==> config.mk <==
export PLATFORM = sky130hd
export DESIGN_NAME = ps2_keyboard_rx
export DESIGN_NICKNAME = d
export VERILOG_FILES = /design/src/rtl/ps2_keyboard_rx.sv
export SDC_FILE = /design/constraint.sdc
export NUM_CORES = 1
export LEC_CHECK = 0
export ABC_AREA = 0
export ABC_CLOCK_PERIOD_IN_PS = 4470
export CORE_MARGIN = 5
export CORE_UTILIZATION = 60
export CTS_CLUSTER_SIZE = 25
export DETAILED_ROUTE_END_ITERATION = 12
export HOLD_SLACK_MARGIN = 0.15
export PLACE_DENSITY = 0.8
export SYNTH_ARGS = -nofsm -noshare
export SYNTH_HDL_FRONTEND = slang
export SYNTH_SLANG_ARGS = --single-unit
==> constraint.sdc <==
create_clock -name i_clock -period 4.47 [get_ports i_clock]
set_input_delay 1.1175 -clock i_clock [delete_from_list [all_inputs] [get_ports i_clock]]
set_output_delay 1.1175 -clock i_clock [all_outputs]
set_load 0.01 [all_outputs]
==> src/rtl/ps2_keyboard_rx.sv <==
// ----------------------------------------------------------------------------
// ps2_keyboard_rx
//
// Purpose:
//   Receives PS/2 keyboard frames and folds the E0 (extended) and F0 (release)
//   prefix bytes into single key events for the keyboard matrix logic.
//   Runs in the 35.468 MHz system clock domain. The PS/2 lines are input-only.
//
// Parameters:
//   FILTER   consecutive equal synced samples needed to accept a new ps2
//            clock level (>= 2)
//   TIMEOUT  cycles without a ps2 clock fall before a partial frame is
//            dropped (~1 ms at 35.468 MHz)
//
// Ports:
//   i_clock     system clock
//   i_reset     asynchronous, active-high reset
//   i_ps2[1:0]  [0]=ps2 clock, [1]=ps2 data; asynchronous, idle high
//   o_strobe    one-cycle pulse: a key event is valid on code/pressed/extended
//   o_code      scancode of the last event (held until the next event)
//   o_pressed   1=make, 0=break (an F0 prefix preceded the code)
//   o_extended  1=an E0 prefix preceded the code
//   o_error     one-cycle pulse: start-bit, parity or stop-bit failure
// ----------------------------------------------------------------------------
module ps2_keyboard_rx #(
  parameter int FILTER  = 8,
  parameter int TIMEOUT = 35468
) (
  input  logic       i_clock,
  input  logic       i_reset,
  input  logic [1:0] i_ps2,
  output logic       o_strobe,
  output logic [7:0] o_code,
  output logic       o_pressed,
  output logic       o_extended,
  output logic       o_error
);

  localparam int FW = $clog2(FILTER);
  localparam int TW = $clog2(TIMEOUT);

  typedef enum logic [1:0] {
    IDLE,
    DATA,
    PARITY,
    STOP
  } state_t;

  // --------------------------------------------------------------------------
  // Input conditioning
  // --------------------------------------------------------------------------
  logic [1:0]    r_clk_sync;
  logic [1:0]    r_dat_sync;
  logic          r_clk_filt;
  logic [FW-1:0] r_filt_cnt;
  logic          w_clk_s;
  logic          w_dat_s;
  logic          w_filt_flip;
  logic          w_fall;

  // Synchronisers come out of reset at the idle (high) line level so that
  // releasing reset never looks like a clock fall.
  // NOTE: sequential state uses non-blocking (<=) so every flop samples the
  // pre-edge value of the others; blocking here would collapse the 2-FF chain.
  always_ff @(posedge i_clock or posedge i_reset) begin
    if (i_reset) begin
      r_clk_sync <= 2'b11;
      r_dat_sync <= 2'b11;
    end else begin
      r_clk_sync <= {r_clk_sync[0], i_ps2[0]};
      r_dat_sync <= {r_dat_sync[0], i_ps2[1]};
    end
  end

  assign w_clk_s = r_clk_sync[1];
  assign w_dat_s = r_dat_sync[1];

  // r_filt_cnt counts consecutive synced samples that differ from the
  // accepted level; the level flips on the FILTER-th such sample.
  assign w_filt_flip = (w_clk_s != r_clk_filt) && (r_filt_cnt == FW'(FILTER - 1));
  assign w_fall      = w_filt_flip && r_clk_filt;

  always_ff @(posedge i_clock or posedge i_reset) begin
    if (i_reset) begin
      r_clk_filt <= 1'b1;
      r_filt_cnt <= '0;
    end else if (w_clk_s == r_clk_filt) begin
      r_filt_cnt <= '0;
    end else if (w_filt_flip) begin
      r_clk_filt <= w_clk_s;
      r_filt_cnt <= '0;
    end else begin
      r_filt_cnt <= r_filt_cnt + FW'(1);
    end
  end

  // --------------------------------------------------------------------------
  // Frame FSM
  // --------------------------------------------------------------------------
  state_t        r_state;
  state_t        w_state_next;
  logic [2:0]    r_bitcnt;
  logic [7:0]    r_shreg;
  logic          r_parity;
  logic [TW-1:0] r_tcnt;
  logic          w_tmo_hit;
  logic          w_shift;
  logic          w_start_err;
  logic          w_frame_end;
  logic          w_timeout;
  logic          w_frame_ok;

  assign w_tmo_hit = (r_tcnt == TW'(TIMEOUT - 1));

  always_ff @(posedge i_clock or posedge i_reset) begin
    if (i_reset) r_state <= IDLE;
    else         r_state <= w_state_next;
  end

  // A fall always wins over a coincident timeout: the bit it carries is real.
  // NOTE: every signal written here gets a default first, so no path through
  // the case leaves one unassigned and no latch is inferred.
  always_comb begin
    w_state_next = r_state;
    w_shift      = 1'b0;
    w_start_err  = 1'b0;
    w_frame_end  = 1'b0;
    w_timeout    = 1'b0;
    unique case (r_state)
      IDLE: begin
        if (w_fall) begin
          if (!w_dat_s) w_state_next = DATA;
          else          w_start_err  = 1'b1;
        end
      end
      DATA: begin
        if (w_fall) begin
          w_shift = 1'b1;
          if (r_bitcnt == 3'd7) w_state_next = PARITY;
        end else if (w_tmo_hit) begin
          w_timeout    = 1'b1;
          w_state_next = IDLE;
        end
      end
      PARITY: begin
        if (w_fall) begin
          w_state_next = STOP;
        end else if (w_tmo_hit) begin
          w_timeout    = 1'b1;
          w_state_next = IDLE;
        end
      end
      STOP: begin
        if (w_fall) begin
          w_frame_end  = 1'b1;
          w_state_next = IDLE;
        end else if (w_tmo_hit) begin
          w_timeout    = 1'b1;
          w_state_next = IDLE;
        end
      end
      default: w_state_next = IDLE;
    endcase
  end

  // Stop bit is the data sampled on the current (stop) fall; odd parity means
  // the nine data+parity bits XOR to 1.
  assign w_frame_ok = w_dat_s && (^{r_shreg, r_parity});

  // --------------------------------------------------------------------------
  // Datapath, prefix flags and outputs
  // --------------------------------------------------------------------------
  logic r_ext_f;
  logic r_rel_f;

  always_ff @(posedge i_clock or posedge i_reset) begin
    if (i_reset) begin
      r_bitcnt   <= '0;
      r_shreg    <= '0;
      r_parity   <= 1'b0;
      r_tcnt     <= '0;
      r_ext_f    <= 1'b0;
      r_rel_f    <= 1'b0;
      o_strobe   <= 1'b0;
      o_error    <= 1'b0;
      o_code     <= 8'h00;
      o_pressed  <= 1'b0;
      o_extended <= 1'b0;
    end else begin
      o_strobe <= 1'b0;
      o_error  <= 1'b0;

      if (r_state == IDLE) r_bitcnt <= '0;
      else if (w_shift)    r_bitcnt <= r_bitcnt + 3'd1;

      // Right shift: D0 arrives first and ends up in bit 0.
      if (w_shift) r_shreg <= {w_dat_s, r_shreg[7:1]};

      if (r_state == PARITY && w_fall) r_parity <= w_dat_s;

      // The watchdog only runs while a frame is in progress.
      if (w_fall || w_timeout || r_state == IDLE) r_tcnt <= '0;
      else                                        r_tcnt <= r_tcnt + TW'(1);

      if (w_start_err) o_error <= 1'b1;

      if (w_frame_end) begin
        if (w_frame_ok) begin
          unique case (r_shreg)
            8'hE0:   r_ext_f <= 1'b1;
            8'hF0:   r_rel_f <= 1'b1;
            default: begin
              o_strobe   <= 1'b1;
              o_code     <= r_shreg;
              o_pressed  <= ~r_rel_f;
              o_extended <= r_ext_f;
              r_ext_f    <= 1'b0;
              r_rel_f    <= 1'b0;
            end
          endcase
        end else begin
          // A corrupted byte may have been the key a prefix belonged to, so
          // the prefixes are dropped along with it.
          o_error <= 1'b1;
          r_ext_f <= 1'b0;
          r_rel_f <= 1'b0;
        end
      end
    end
  end

endmodule

==> results of run 1 <==
## worst max-delay path, stage by stage (launching register included)
cell and delay (ns):
dfrtp_1 0.36, ha_1 0.16, ha_1 0.22, nand3b_1 0.34, nor2_1 0.39, nand2_1 0.16
nor4b_2 0.51, nor3_4 0.16, mux2_4 0.33
## registers in the layout (all words and copies together) (netlist names), 2 cells and up
signal      flops
r_bitcnt        3
r_state         2
r_shreg         8
r_filt_cnt      3
r_clk_sync      2
r_tcnt         16
o_code          8
r_dat_sync      2
## metal layers
layer  vias to the layer above  track usage, %  routed length, microns
li1                        734               -                       -
met1                       767            24.1                    1900
met2                        40            28.3                    2140
met3                         8            4.92                     182
met4                         0            7.44                      85
met5                         -               0                       0
## layout make-up
type	count	area (sq um)	share of cell area [%]
Sequential cell	52	1310	48.1
Multi-Input combinational cell	141	1070	39.3
Timing Repair Buffer	15	150	5.52
Clock buffer	5	68.8	2.53
Tap cell	50	62.6	2.30
Clock inverter	3	42.5	1.56
Inverter	5	18.8	0.690
## placed cells by master, fill, tap and decap left out, types with 2 or more instances in the layout
| cell type | synthesis | routed |
|---|---|---|
| and2_1 | 2 | 2 |
| nor3_1 | 4 | 4 |
| clkbuf_8 | 0 | 5 |
| dfstp_2 | 5 | 5 |
| xnor2_1 | 8 | 8 |
| dfrtp_1 | 47 | 47 |
| mux2_2 | 10 | 10 |
| ha_1 | 5 | 5 |
| a21oi_1 | 2 | 2 |
| nand3_1 | 7 | 7 |
| nor2_1 | 28 | 28 |
| a22o_1 | 5 | 5 |
| nand4_1 | 3 | 3 |
| mux2_4 | 6 | 6 |
| nand2_1 | 14 | 14 |
| xor2_1 | 15 | 15 |
| o21ai_0 | 2 | 2 |
| clkdlybuf4s50_1 | 0 | 15 |
| and3_1 | 4 | 4 |
| inv_1 | 5 | 4 |
## through the flow
stage          hold slack, ns  utilization [%]  power, mW  instances
2_1_floorplan           0.345                -      0.538        203
3_3_place_gp            0.346             66.1      0.547        263
3_5_place_dp            0.347             66.1      0.553        263
4_1_cts                 0.360             69.0      0.868        271
5_1_grt                 0.362             69.0      0.893        271
6_report                0.360             69.0      0.859        271
## kinds of logic (layout without fill, tap and decap cells)
family | count (synthesis) | count (layout) | share of synthesized area, %
and+or+nand+nor | 75 | 75 | 16.3
DFF | 52 | 52 | 54.2
xor gates and xnor gates | 25 | 25 | 10.0
AOI/OAI and AO/OA | 19 | 19 | 6.53
muxes | 17 | 17 | 8.81
buffers and inverters | 10 | 28 | 1.55
adders and majority gates | 5 | 5 | 2.59
## final timing paths
| path | startpoint | depth (start not counted) | to |
|---|---|---|---|
| max in group asynchronous | i_reset | 2 | o_code[1] |
| min in group asynchronous | i_reset | 2 | r_parity |
| max reg2reg | r_filt_cnt[0] | 8 | o_code[4] |
| min reg2reg | r_dat_sync[0] | 0 | r_dat_sync[1] |
| min | r_dat_sync[0] | 0 | r_dat_sync[1] |
| max | r_filt_cnt[0] | 8 | o_code[4] |
## power by group through the flow
stage	registers (mW)	clock network, mW	logic, mW
after floorplan	0.507	0	0.0312
after global placement	0.508	0	0.0387
after detailed placement	0.510	0	0.0431
after CTS	0.500	0.323	0.0439
after global routing	0.501	0.344	0.0472
final	0.500	0.317	0.0417
==> results by group, run 1 <==
Die
  • Die boundary height: approximately 73 microns
  • DIE AREA: ~0.0054 sq mm
  • Die width: 73.4 microns
  • Initial Util: 61.2%
  • Core Region: a little under 0.004 sq mm
  • Site Rows: 23
  • Io pins: 16

STA
  • Measured slew at the worst slew-check pin: ~1.2 ns
  • Slew Limit Fails: 0
  • Final clock skew: around 0.011 ns
  • Crit share post-route: 61.4%
  • RSZ-0062 raised after global routing: false
  • FMAX: between 0.3 and 0.4 GHz
  • Setup WS post-layout: between 1.5 and 2 ns
  • Final hold vios: 0
  • Slew headroom: 17.9%
  • Setup TNS: 0 ns
  • Setup violators final: 0
  • Min Tclk post-route: roughly 2.7 ns

Setup path
  • CP Capture Type: flop
  • Largest fanout on the critical path: 13
  • WS Path Type: reg -> reg
  • R2r setup slk: about 1.7 ns
  • Worst EP required: 4.67 ns
  • Crit path DAT: roughly 2.9 ns
  • Critical Path Source Type: flop

Power and ir drop
  • Sequential fraction of design power: roughly 58%
  • Comb power frac: 4.8%
  • Power Internal: about 0.68 mW
  • Leak: approximately 1.3 nW
  • Clock share of power: between 30% and 40%
  • Cell area power density: around 320 mW/mm^2
  • Psw: around 0.18 mW
  • Switch share: 21.4%
  • VDD IR max: 0.200 mV

Placed design
  • Post-DP Area: between 0.002 and 0.003 sq mm
  • Dpl hpwl: ~3100 microns
  • Port Buffers: 15
  • Worst slack, placed: between 1.5 and 2 ns
  • GPL Wtd Cong: between 0.9 and 1

Detailed routing
  • Drt total wl: ~4300 microns
  • Antenna-violating nets left: 0
  • Vias/cell: about 5.7
  • Number of iterations in the first detailed-routing pass: 4
  • DRC viols: 0
  • Initial drt markers: approximately 140
  • Via count: about 1500
  • DR WL/cell: ~16 microns

Clock network
  • CTS Buffer Depth: 2
  • CTS resizes: 0
  • Root buf cell: clkbuf_8
  • CTS tree: built
  • H-tree depth: 2
  • Clk slew on worst S/H paths: roughly 0.090 ns
  • Total clock sinks: between 50 and 60
  • Postcts setup bufs: 0
  • Total CTS buffers: 5
  • Clock Latency Late Sink: between 0.3 and 0.4 ns
  • Number of hold buffers added after CTS: 0

Synthesis
  • Yosys warnings: 0
  • Mapped Cells: 203
  • Top post-synthesis cells by count: dfrtp_1, nor2_1, xor2_1
  • Async S/R FF share, synth: 100%
  • Post-synth top area share: about half
  • Count leader, synth: dfrtp_1
  • Area leader, netlist: dfrtp_1
  • Syn_area_per_cell: approximately 12 sq um
  • Flops & latches, synth: 52
  • Post-synth EDFFs: 0
  • Post-synth net total: 212
  • Largest cells by area after synthesis: dfrtp_1, dfstp_2, xor2_1
  • Synthesized area: 0.00241 sq mm
  • Yosys cell types: 46
  • Top FF cell, synth: dfrtp_1
  • Post-synthesis sequential area ratio: between 50 and 60%

Job
  • Number of max-cap violations: 0

Layout
  • Final instance area: 0.00272 sq mm
  • Layout cells sized above 1: 18.1%
  • Ant. Diodes: 0
  • Post-layout net count: around 230
  • Filler Cell Count: ~270
  • Layout area overhead: 12.6%

Global route
  • GRT overflow: 0
  • Initial antenna violation count: 0
  • First-pass GRT wire length: between 7000 and 8000 microns
  • Total GRT Usage: 18.2%
  • Vias in the first global route: 1558
  • Largest net degree at the start of global routing: between 50 and 60

Run status
  • Run status: finished clean

Min path
  • HP Class: reg -> reg
Note: power is estimated with default switching activity, not from simulation.
==> inputs of run 2 (changes only) <==
--- a/config.mk
+++ b/config.mk
@@ -6,13 +6,13 @@
 export NUM_CORES = 1
 export LEC_CHECK = 0
 export ABC_AREA = 0
-export ABC_CLOCK_PERIOD_IN_PS = 4470
+export ABC_CLOCK_PERIOD_IN_PS = 2500
 export CORE_MARGIN = 5
-export CORE_UTILIZATION = 60
+export CORE_UTILIZATION = 52
 export CTS_CLUSTER_SIZE = 25
 export DETAILED_ROUTE_END_ITERATION = 12
 export HOLD_SLACK_MARGIN = 0.15
-export PLACE_DENSITY = 0.8
+export PLACE_DENSITY = 0.73
 export SYNTH_ARGS = -nofsm -noshare
 export SYNTH_HDL_FRONTEND = slang
 export SYNTH_SLANG_ARGS = --single-unit
==> constraint.sdc (replaced) <==
create_clock -name i_clock -period 2.5 [get_ports i_clock]
set_input_delay 0.625 -clock i_clock [delete_from_list [all_inputs] [get_ports i_clock]]
set_output_delay 0.625 -clock i_clock [all_outputs]
set_load 0.01 [all_outputs]
==> run 2 against run 1 <==
Net effect:
- register-to-register slack got worse by 1.6 ns
- largest power group unchanged
- clock power rose by 75%
- global-route usage decreased by 4.3 points
- via count down 0.90%
- highest routed layer unchanged
- first-iteration DRC count is 63% lower
- cell count rose by 4.8%
==> results by group, run 2 (same netlist as run 1, synthesis figures left out) <==
Layout
  • Post-layout net count: 240 (+4.8%)
  • Footprint of the multi-input gates: 0.00107 sq mm (unchanged)
  • Largest registers: r_tcnt (16), o_code (8), r_shreg (8)
  • Reg with most FFs: r_tcnt
  • Filler Cell Count: 348 (+28%)
  • Final instance area: 0.00281 sq mm (+3.5%)
  • Ant. Diodes: 0 (unchanged)
  • Most common cell after layout, fill and taps aside: dfrtp_1
  • Layout cells sized above 1: 22.0% (+3.9 points)
  • Layout area overhead: 16.6%
  • Most frequent cells in the layout: dfrtp_1, nor2_1, xor2_1, clkdlybuf4s50_1, nand2_1
  • Layout Utilization: 63.7% (-5.2 points)
  • Largest register FFs: 16 (unchanged)
  • Seq. cell area: 0.00131 sq mm (about the same)

STA
  • Min Tclk post-route: 2.42 ns (-0.328 ns)
  • Measured slew at the worst slew-check pin: 0.435 ns (-0.791 ns)
  • Setup TNS: 0 ns (unchanged)
  • Slew Limit Fails: 0 (unchanged)
  • Slew headroom: 70.9% (+53 points)
  • Crit share post-route: 96.7% (+35 points)
  • Final hold vios: 0 (unchanged)
  • Hold_ws: 0.358 ns (-0.00113 ns)
  • Setup violators final: 0 (unchanged)
  • RSZ-0062 raised after global routing: false
  • Setup WS post-layout: 0.0832 ns (-1.64 ns)
  • FMAX: 0.414 GHz (+14%)
  • Final clock skew: 0.00951 ns (-0.00176 ns)

Clock network
  • Root buf cell: clkbuf_8
  • Total CTS buffers: 5 (unchanged)
  • Clk slew on worst S/H paths: 0.09 ns (about the same)
  • CTS Buffer Depth: 2 (unchanged)
  • Number of hold buffers added after CTS: 0 (unchanged)
  • Clock Latency Late Sink: 0.30 ns (about the same)
  • Total clock sinks: 52 (unchanged)
  • CTS tree: built
  • H-tree depth: 2 (unchanged)

Setup path
  • Largest fanout on the critical path: 8 (-5)
  • Max incr delay on CP: 0.52 ns (about the same)
  • CP max stage cell: xnor3_2
  • Worst EP required: 2.69 ns (-1.98 ns)
  • WS Path Type: reg -> reg
  • Critical Path Source Type: flop
  • Crit path DAT: 2.61 ns (-0.33 ns)
  • CP Capture Type: flop
  • Crit path cell chain: xnor2_1 -> xnor3_2 -> or3_4 -> a21oi_4 -> nor3_4 -> buf_4 -> mux2_4

Global route
  • First-pass GRT wire length: 6900 microns (-7.4%)
  • Vias in the first global route: 1545 (-0.83%)
  • GRT overflow: 0 (unchanged)
  • Largest net degree at the start of global routing: 53 (unchanged)
  • Initial antenna violation count: 0 (unchanged)
  • Total GRT Usage: 13.9% (-4.3 points)

Detailed routing
  • Antenna-violating nets left: 0 (unchanged)
  • DR WL/cell: 14.1 microns (-12%)
  • Vias/cell: 5.40 (-5.4%)
  • Drt total wl: 4000 microns (-7.3%)
  • DRC viols: 0 (unchanged)
  • Via count: 1535 (-0.90%)
  • Number of iterations in the first detailed-routing pass: 4 (unchanged)
  • Initial drt markers: 53 (-63%)

Placed design
  • GPL Wtd Cong: 0.836 (-8.9%)
  • Port Buffers: 15 (unchanged)
  • Post-DP Area: 0.00269 sq mm (+3.2%)
  • Worst slack, placed: 0.0858 ns (-1.66 ns)
  • Dpl hpwl: 2750 microns (-11%)

Power and ir drop
  • VDD IR max: 0.334 mV (+67%)
  • Leak: 1.33 nW (+4.2%)
  • Cell area power density: 541 mW/mm^2 (+71%)

Job
  • Number of max-cap violations: 0 (unchanged)

Die
  • Site Rows: 24 (+4.3%)
  • Die width: 78.1 microns (+6.4%)
  • DIE AREA: 0.00610 sq mm (+13%)
  • Io pins: 16 (unchanged)
  • Initial Util: 54.7% (-6.5 points)
  • Die boundary height: 78.1 microns (+6.4%)
  • Core Region: 0.00441 sq mm (+12%)

Min path
  • HP Class: reg -> reg

Run status
  • Run status: finished clean
[run 2: layout make-up]
type | instances | area share [%]
Timing Repair Buffer | 26 | 8.71
Sequential cell | 52 | 46.5
Tap cell | 52 | 2.31
Multi-Input combinational cell | 141 | 38.0
Clock buffer | 6 | 2.58
Inverter | 5 | 0.667
Clock inverter | 2 | 1.24
[run 2: worst max-delay path, delay by kind of cell, from the launching register on]
| family | cells | cell delay, ns |
|---|---|---|
| simple gates | 2 | 0.47 |
| mux | 1 | 0.31 |
| compound gates | 1 | 0.18 |
| xor+xnor | 2 | 0.70 |
| flops | 1 | 0.45 |
| buf+inv | 1 | 0.19 |
[run 2: routing by layer]
layer	global-route usage [%]	vias up	routed length, microns
met3	2.97	7	159
met5	0	-	0
met2	22.4	23	1850
li1	-	755	-
met1	18.0	750	1910
met4	6.25	0	71
[run 2: what timing repair did]
item                                   in CTS  in global routing
endpoints found under the hold margin       0                  0
setup endpoints to repair                   0                  6
setup buffers                               0                  2
gates resized for setup                     0                  1
[run 2: report_power, final]
group          switching, mW  total, mW  internal, mW  leakage (nW)
Clock                  0.258      0.555         0.297        0.0552
Sequential            0.0159      0.893         0.877         0.705
Combinational         0.0392     0.0753        0.0361         0.573
[run 2: worst paths after layout]
| path | startpoint | to | slack, ns | depth (start not counted) |
|---|---|---|---|---|
| worst max-delay path | r_shreg[4] | o_extended | 0.08 | 7 |
| max in group asynchronous | i_reset | r_dat_sync[1] | 1.52 | 3 |
| worst min register to register | r_dat_sync[0] | r_dat_sync[1] | 0.36 | 0 |
| worst max register to register | r_shreg[4] | o_extended | 0.08 | 7 |
| min in group asynchronous | i_reset | o_extended | 0.68 | 3 |
| worst min-delay path | r_dat_sync[0] | r_dat_sync[1] | 0.36 | 0 |
[run 2: metrics by stage]
step                std cells  power (mW)
floorplan                 203       0.962
global placement          274       0.984
detailed placement        274       0.989
CTS                       282        1.54
global route              284        1.59
finish                    284        1.52
